==> src/rtl/fp32_div_unpack_if.sv <==
// Operand, divider-issue and side-band signals of the FP32 divide front end.
// slave: the unpack stage itself; master: whatever drives operands and
// consumes the divider issue and side-band.
interface fp32_div_unpack_if;
    logic        in_vld;
    logic        in_rdy;
    logic [31:0] a;
    logic [31:0] b;
    logic        div_vld;
    logic [47:0] div_ain;
    logic [23:0] div_bin;
    logic        sb_vld;
    logic        sb_sign;
    logic [9:0]  sb_exp;
    logic [1:0]  sb_cls;
    logic        sb_dz;

    modport master (
        output in_vld, a, b,
        input  in_rdy, div_vld, div_ain, div_bin,
        input  sb_vld, sb_sign, sb_exp, sb_cls, sb_dz
    );

    modport slave (
        input  in_vld, a, b,
        output in_rdy, div_vld, div_ain, div_bin,
        output sb_vld, sb_sign, sb_exp, sb_cls, sb_dz
    );
endinterface

==> src/rtl/fp32_div_unpack.sv <==
// FP32 divide front end: unpacks and classifies two operands, issues the
// mantissas to the 48/24 divider and delays the sign/exponent/class
// side-band by DIV_LAT+1 stages so it lines up with the divider quotient.
// Macro FP_DIV_SUBNORM_EN: when defined, subnormal operands are normalized
// in a NORM state (one bit per cycle); when undefined, subnormals are
// treated as zero and every accepted pair issues on the accept edge.
module fp32_div_unpack #(
    parameter int DIV_LAT  = 5,
    parameter int EXP_BIAS = 127
) (
    input  logic             clk,
    input  logic             rst_n,
    input  logic             en,
    fp32_div_unpack_if.slave io
);
    localparam logic [1:0] CLS_NORMAL = 2'd0;
    localparam logic [1:0] CLS_ZERO   = 2'd1;
    localparam logic [1:0] CLS_INF    = 2'd2;
    localparam logic [1:0] CLS_NAN    = 2'd3;

    typedef struct packed {
        logic [23:0] mant;
        logic [9:0]  exp;
        logic        zero;
        logic        inf;
        logic        nan;
    } op_t;

    typedef struct packed {
        logic       sign;
        logic [9:0] exp;
        logic [1:0] cls;
        logic       dz;
    } sb_t;

    // Field split of one operand (sign handled separately).
    function automatic op_t unpack(input logic [30:0] x);
        op_t o;
        o.mant = {1'b1, x[22:0]};
        o.exp  = {2'b00, x[30:23]};
        o.zero = 1'b0;
        o.inf  = 1'b0;
        o.nan  = 1'b0;
        if (x[30:23] == 8'd0) begin
            if (x[22:0] == 23'd0) begin
                o.zero = 1'b1;
            end else begin
`ifdef FP_DIV_SUBNORM_EN
                o.mant = {1'b0, x[22:0]};
                o.exp  = 10'd1;
`else
                o.zero = 1'b1;
`endif
            end
        end else if (x[30:23] == 8'hFF) begin
            o.inf = (x[22:0] == 23'd0);
            o.nan = (x[22:0] != 23'd0);
        end
        return o;
    endfunction

    op_t         ua, ub;
    logic [1:0]  cls;
    logic        dz;
    logic        sgn;
    logic [9:0]  exp_diff;
    logic [47:0] d_ain;
    logic [23:0] d_bin;
    sb_t         d_sb;

    logic                div_vld_q;
    logic [47:0]         div_ain_q;
    logic [23:0]         div_bin_q;
    logic [DIV_LAT:0]    vld_pipe;
    sb_t  [DIV_LAT:0]    sb_pipe;

    // Classify the incoming pair and form the direct-issue payload.
    always_comb begin
        ua       = unpack(io.a[30:0]);
        ub       = unpack(io.b[30:0]);
        sgn      = io.a[31] ^ io.b[31];
        dz       = 1'b0;
        if (ua.nan || ub.nan || (ua.zero && ub.zero) || (ua.inf && ub.inf)) begin
            cls = CLS_NAN;
        end else if (ua.inf || ub.zero) begin
            cls = CLS_INF;
            dz  = ub.zero && !ua.zero && !ua.inf;
        end else if (ua.zero || ub.inf) begin
            cls = CLS_ZERO;
        end else begin
            cls = CLS_NORMAL;
        end
        exp_diff = ua.exp - ub.exp + 10'(EXP_BIAS);
        // Specials send a harmless 0/1.0 through the divider to keep alignment.
        d_ain    = (cls == CLS_NORMAL) ? {ua.mant, 24'h0} : 48'h0;
        d_bin    = (cls == CLS_NORMAL) ? ub.mant : 24'h800000;
        d_sb     = '{sign: sgn, exp: exp_diff, cls: cls, dz: dz};
    end

`ifdef FP_DIV_SUBNORM_EN
    typedef enum logic {IDLE, NORM} state_t;

    state_t      state;
    logic [23:0] ma, mb;
    logic [9:0]  ea, eb;
    logic        ws;
    logic        need_norm;
    logic [9:0]  norm_exp;

    // Only NORMAL-class pairs need normalizing; specials issue directly.
    assign need_norm   = (cls == CLS_NORMAL) && !(ua.mant[23] && ub.mant[23]);
    assign norm_exp    = ea - eb + 10'(EXP_BIAS);
    assign io.in_rdy   = en && (state == IDLE);
`else
    assign io.in_rdy   = en;
`endif

    // Issue FSM, divider operand registers and side-band delay line.
    always_ff @(posedge clk or negedge rst_n) begin
        if (!rst_n) begin
            div_vld_q <= 1'b0;
            div_ain_q <= '0;
            div_bin_q <= '0;
            vld_pipe  <= '0;
            sb_pipe   <= '0;
`ifdef FP_DIV_SUBNORM_EN
            state     <= IDLE;
            ma        <= '0;
            mb        <= '0;
            ea        <= '0;
            eb        <= '0;
            ws        <= 1'b0;
`endif
        end else if (en) begin
            div_vld_q   <= 1'b0;
            vld_pipe[0] <= 1'b0;
            for (int i = 1; i <= DIV_LAT; i++) begin
                vld_pipe[i] <= vld_pipe[i-1];
                sb_pipe[i]  <= sb_pipe[i-1];
            end
`ifdef FP_DIV_SUBNORM_EN
            case (state)
                IDLE: begin
                    if (io.in_vld) begin
                        if (need_norm) begin
                            ma    <= ua.mant;
                            mb    <= ub.mant;
                            ea    <= ua.exp;
                            eb    <= ub.exp;
                            ws    <= sgn;
                            state <= NORM;
                        end else begin
                            div_vld_q   <= 1'b1;
                            div_ain_q   <= d_ain;
                            div_bin_q   <= d_bin;
                            vld_pipe[0] <= 1'b1;
                            sb_pipe[0]  <= d_sb;
                        end
                    end
                end
                NORM: begin
                    if (ma[23] && mb[23]) begin
                        div_vld_q   <= 1'b1;
                        div_ain_q   <= {ma, 24'h0};
                        div_bin_q   <= mb;
                        vld_pipe[0] <= 1'b1;
                        sb_pipe[0]  <= '{sign: ws, exp: norm_exp, cls: CLS_NORMAL, dz: 1'b0};
                        state       <= IDLE;
                    end else begin
                        if (!ma[23]) begin
                            ma <= ma << 1;
                            ea <= ea - 10'd1;
                        end
                        if (!mb[23]) begin
                            mb <= mb << 1;
                            eb <= eb - 10'd1;
                        end
                    end
                end
            endcase
`else
            if (io.in_vld) begin
                div_vld_q   <= 1'b1;
                div_ain_q   <= d_ain;
                div_bin_q   <= d_bin;
                vld_pipe[0] <= 1'b1;
                sb_pipe[0]  <= d_sb;
            end
`endif
        end
    end

    assign io.div_vld = div_vld_q;
    assign io.div_ain = div_ain_q;
    assign io.div_bin = div_bin_q;
    assign io.sb_vld  = vld_pipe[DIV_LAT];
    assign io.sb_sign = sb_pipe[DIV_LAT].sign;
    assign io.sb_exp  = sb_pipe[DIV_LAT].exp;
    assign io.sb_cls  = sb_pipe[DIV_LAT].cls;
    assign io.sb_dz   = sb_pipe[DIV_LAT].dz;

endmodule

==> src/flat_wrapper.sv <==
// flat-port wrapper written by rule: the top's interface ports become plain ports
module fp32_div_unpack_flat 
#(
    parameter int DIV_LAT  = 5,
    parameter int EXP_BIAS = 127
)
  (clk, rst_n, en, io_in_vld, io_a, io_b, io_in_rdy, io_div_vld, io_div_ain, io_div_bin, io_sb_vld, io_sb_sign, io_sb_exp, io_sb_cls, io_sb_dz);
  fp32_div_unpack_if io_i ();
  input  logic clk;
  input  logic rst_n;
  input  logic en;
  input wire logic [$bits(io_i.in_vld)-1:0] io_in_vld;
  input wire logic [$bits(io_i.a)-1:0] io_a;
  input wire logic [$bits(io_i.b)-1:0] io_b;
  output wire logic [$bits(io_i.in_rdy)-1:0] io_in_rdy;
  output wire logic [$bits(io_i.div_vld)-1:0] io_div_vld;
  output wire logic [$bits(io_i.div_ain)-1:0] io_div_ain;
  output wire logic [$bits(io_i.div_bin)-1:0] io_div_bin;
  output wire logic [$bits(io_i.sb_vld)-1:0] io_sb_vld;
  output wire logic [$bits(io_i.sb_sign)-1:0] io_sb_sign;
  output wire logic [$bits(io_i.sb_exp)-1:0] io_sb_exp;
  output wire logic [$bits(io_i.sb_cls)-1:0] io_sb_cls;
  output wire logic [$bits(io_i.sb_dz)-1:0] io_sb_dz;
  assign io_i.in_vld = io_in_vld;
  assign io_i.a = io_a;
  assign io_i.b = io_b;
  assign io_in_rdy = io_i.in_rdy;
  assign io_div_vld = io_i.div_vld;
  assign io_div_ain = io_i.div_ain;
  assign io_div_bin = io_i.div_bin;
  assign io_sb_vld = io_i.sb_vld;
  assign io_sb_sign = io_i.sb_sign;
  assign io_sb_exp = io_i.sb_exp;
  assign io_sb_cls = io_i.sb_cls;
  assign io_sb_dz = io_i.sb_dz;
  fp32_div_unpack #(.DIV_LAT(DIV_LAT), .EXP_BIAS(EXP_BIAS)) u_core (.clk(clk), .rst_n(rst_n), .en(en), .io(io_i));
endmodule
==> config.mk <==
export PLATFORM = sky130hd
export DESIGN_NAME = fp32_div_unpack_flat
export DESIGN_NICKNAME = d
export VERILOG_FILES = /design/src/rtl/fp32_div_unpack_if.sv /design/src/rtl/fp32_div_unpack.sv /design/src/flat_wrapper.sv
export SDC_FILE = /design/constraint.sdc
export NUM_CORES = 1
export LEC_CHECK = 0
export ABC_AREA = 0
export BUFFER_PORTS_ARGS = -buffer_cell sky130_fd_sc_hd__buf_2
export CAP_MARGIN = 20
export CORE_MARGIN = 2
export CORE_UTILIZATION = 30
export DETAILED_ROUTE_END_ITERATION = 12
export PLACE_DENSITY = 0.5
export SLEW_MARGIN = 20
export SYNTH_ARGS = -nofsm -noshare
export SYNTH_HDL_FRONTEND = slang
export SYNTH_SLANG_ARGS = --single-unit
==> constraint.sdc <==
create_clock -name clk -period 2.1 [get_ports clk]
set_input_delay 0.21 -clock clk [delete_from_list [all_inputs] [get_ports clk]]
set_output_delay 0.21 -clock clk [all_outputs]
set_load 0.02 [all_outputs]
==> results.cfg <==
[routing]
wl_per_cell_um = 14.4
vias = 4017
totalWireLength_um = 12700
post_drt_via_cell_ratio = 4.56
antenna_left = 0
drt_pass1_iterations = 4
drc = 0
drt_iter0_drc = 175

[power_and_ir_drop]
power_mw = 7.93
p_leak_nw = 3.65
peakVddDrop_v = 0.000503
powerDensity_nw_per_um2 = 1050

[clocking]
cts-htree-levels = 4
ctsResizeCount = 0
tritoncts = done
clkLatencyLatePin_ns = 0.41
clock-sinks = 138
cts_max_path_buffers = 2
cts_made_buffers = 17
root_buffer = clkbuf_16
clk_pin_slew_ns = 0.06

[place]
io_buffer_count = 132
dp_hpwl_um = 9200
gp_congestion = 0.853
post-place-ws_ns = -0.240
place_area_um2 = 7000
place_inst = 846

[yosys]
yosys.area.top_type = dfrtp_1
synthCells = 457
synth_top_cell_area_share_pct = 57.2
syn_area_per_cell_um2 = 13.2
syn-cell-area_um2 = 6030
synthFlopType = dfrtp_1
synthArstFlopShare_pct = 100
synth_warnings = 0
yosys-top-cells-area = dfrtp_1, mux2_2, a22o_1, buf_4, ha_1
synth-edff-count = 0
ys_ff_latch = 138
yosysSeqAreaShare_pct = 57.2
synth_cell_type_count = 50

[worst_setup_path]
path_class = input pin to flop
cp_max_fo = 4
cp.required_ns = 2.45
startpoint_type = input pin
worstSetupEndpointType = flop
worstPathArrival_ns = 2.25

[die]
coreArea_um2 = 19600
die_h_um = 146
initial_core_util_pct = 30.8
die_w_um = 146
ios = 157
rows = 51
die-area_um2 = 21300

[sta]
fin_ws_ns = 0.196
timing.fmax_ghz = 0.525
hold_slack_ns = 0.0253
rsz0062_at_grt = no
finalCriticalPeriod_ns = 1.90
final_max_slew_viol_count = 0
worst_slew_pin_slew_ns = 0.531
slew-limit-headroom_pct = 64.6
finalSetupViolCount = 0
skew_ns = 0.00511
fin_crit_sh_pct = 90.7
hold_viol = 0

[global_route]
grt_overflow = 0
grt_max_degree = 78
track_usage_pct = 12.6
antenna_found_initial = 0
grt_pass1_vias = 4201
grt_pass1_wl_um = 21600

[flow_run]
maxCapViolCount = 0

[layout]
fin_area_um2 = 7580
final_cells = 880
nets = 680
fillCellCount = 1901
ff_latch_area_um2 = 3450
multi_input_area_um2 = 2240
syn_to_final_growth_pct = 25.7
diodes = 0
drive_gt1_share_pct = 45.4

[worst_hold_path]
hp-class = input pin to flop

[outcome]
outcome = complete, no violations
-- worst max-delay path, cell delays in order --
cell and delay [ns]:
buf_2 0.11, inv_1 0.05, ha_1 0.16, inv_1 0.06, fa_1 0.39, and3_1 0.22, o21a_4 0.23, o211ai_4 0.20
a2111oi_2 0.06, or4_1 0.48, nand3_1 0.08
-- power by group --
part / leakage, nW / internal [mW] / switching [mW]
clock: 0.264 / 1.60 / 1.19
combinational: 1.66 / 0.781 / 0.832
sequential: 1.73 / 3.24 / 0.289
total: 3.65 / 5.62 / 2.32
-- cell usage in the layout (no fill, tap or decap), types with 7 or more instances in the layout --
cell type / instances
a22o_1: 46
buf_2: 131
buf_4: 24
clkbuf_16: 17
conb_1: 24
dfrtp_1: 138
ha_1: 9
inv_1: 12
mux2_2: 77
nand2_1: 16
nor4_1: 13
o21ai_0: 11
xnor2_1: 7
-- cells by family after synthesis --
group	synth area share (%)
other	0.0622
multiplexers	14.4
XOR/XNOR	1.43
adder cells (fa/ha/maj)	2.20
buffers and inverters	7.11
AND/OR/NAND/NOR	6.10
AO/OA/AOI/OAI	11.5
flip-flops	57.2
-- per-stage QoR --
| step | setup TNS, ns | util (%) |
|---|---|---|
| 2_1_floorplan | 0 | - |
| 3_3_place_gp | -0.536 | 35.7 |
| 3_5_place_dp | -0.751 | 35.7 |
| 4_1_cts | 0 | 38.7 |
| 5_1_grt | 0 | 38.7 |
| 6_report | 0 | 38.7 |
-- final cells by class --
class                   instances  area share [%]
flip-flops and latches        138            45.5
clock inverters                13            1.44
well taps                     265            4.37
clock buffers                  19            5.97
multi-input cells             271            29.6
inverters                      12           0.594
repair buffers                162            12.5
-- synthesized netlist by cell type (all sizes together) (2+ instances only) --
cell and number:
nand4 4, nor4 13, inv 12, nor2 7
nand2 17, nor3 4, ha 9, a22o 46
o21a 3, o211ai 3, and3 2, or4 5
clkbuf 18, nand3 4, o2111ai 2, nor2b 3
o21ai 14, a211oi 2, a21oi 4, xnor2 8
mux2 77, buf 41, and4 2, a21o 3
dfrtp 138
-- routing by layer --
layer	share of wire, %	GRT usage [%]	vias to the layer above
li1	-	-	1904
met1	47	16.8	1959
met2	44	18.4	145
met3	8.0	5.36	9
met4	1.1	4.26	0
met5	0	0	-
-- final timing paths --
path	startpoint	to	slack [ns]	cells after the start
hold / removal	io_b[13]	u_core.io.div_bin[13]	0.03	2
min in group asynchronous	rst_n	u_core.io.sb_cls[0]	0.33	2
setup reg to reg	u_core.vld_pipe[0]	u_core.vld_pipe[1]	1.31	1
max in group asynchronous	rst_n	u_core.sb_pipe[48]	1.15	3
hold reg to reg	u_core.io.div_bin[23]	u_core.io.div_bin[23]	0.46	1
setup / recovery	io_a[23]	u_core.sb_pipe[11]	0.20	11
-- registers in the layout (all words and copies together), names as in the netlist --
signal,count
u_core.io.div_ain,24
u_core.io.div_bin,24
u_core.io.sb_cls,2
u_core.io.sb_dz,1
u_core.io.sb_exp,10
u_core.io.sb_sign,1
u_core.sb_pipe,70
u_core.vld_pipe,6
-- timing repair --
action                    CTS  global route
hold buffers                2             0
setup buffers               0             0
hold endpoints to repair   52             0
Power figures use the tool's default switching activity.
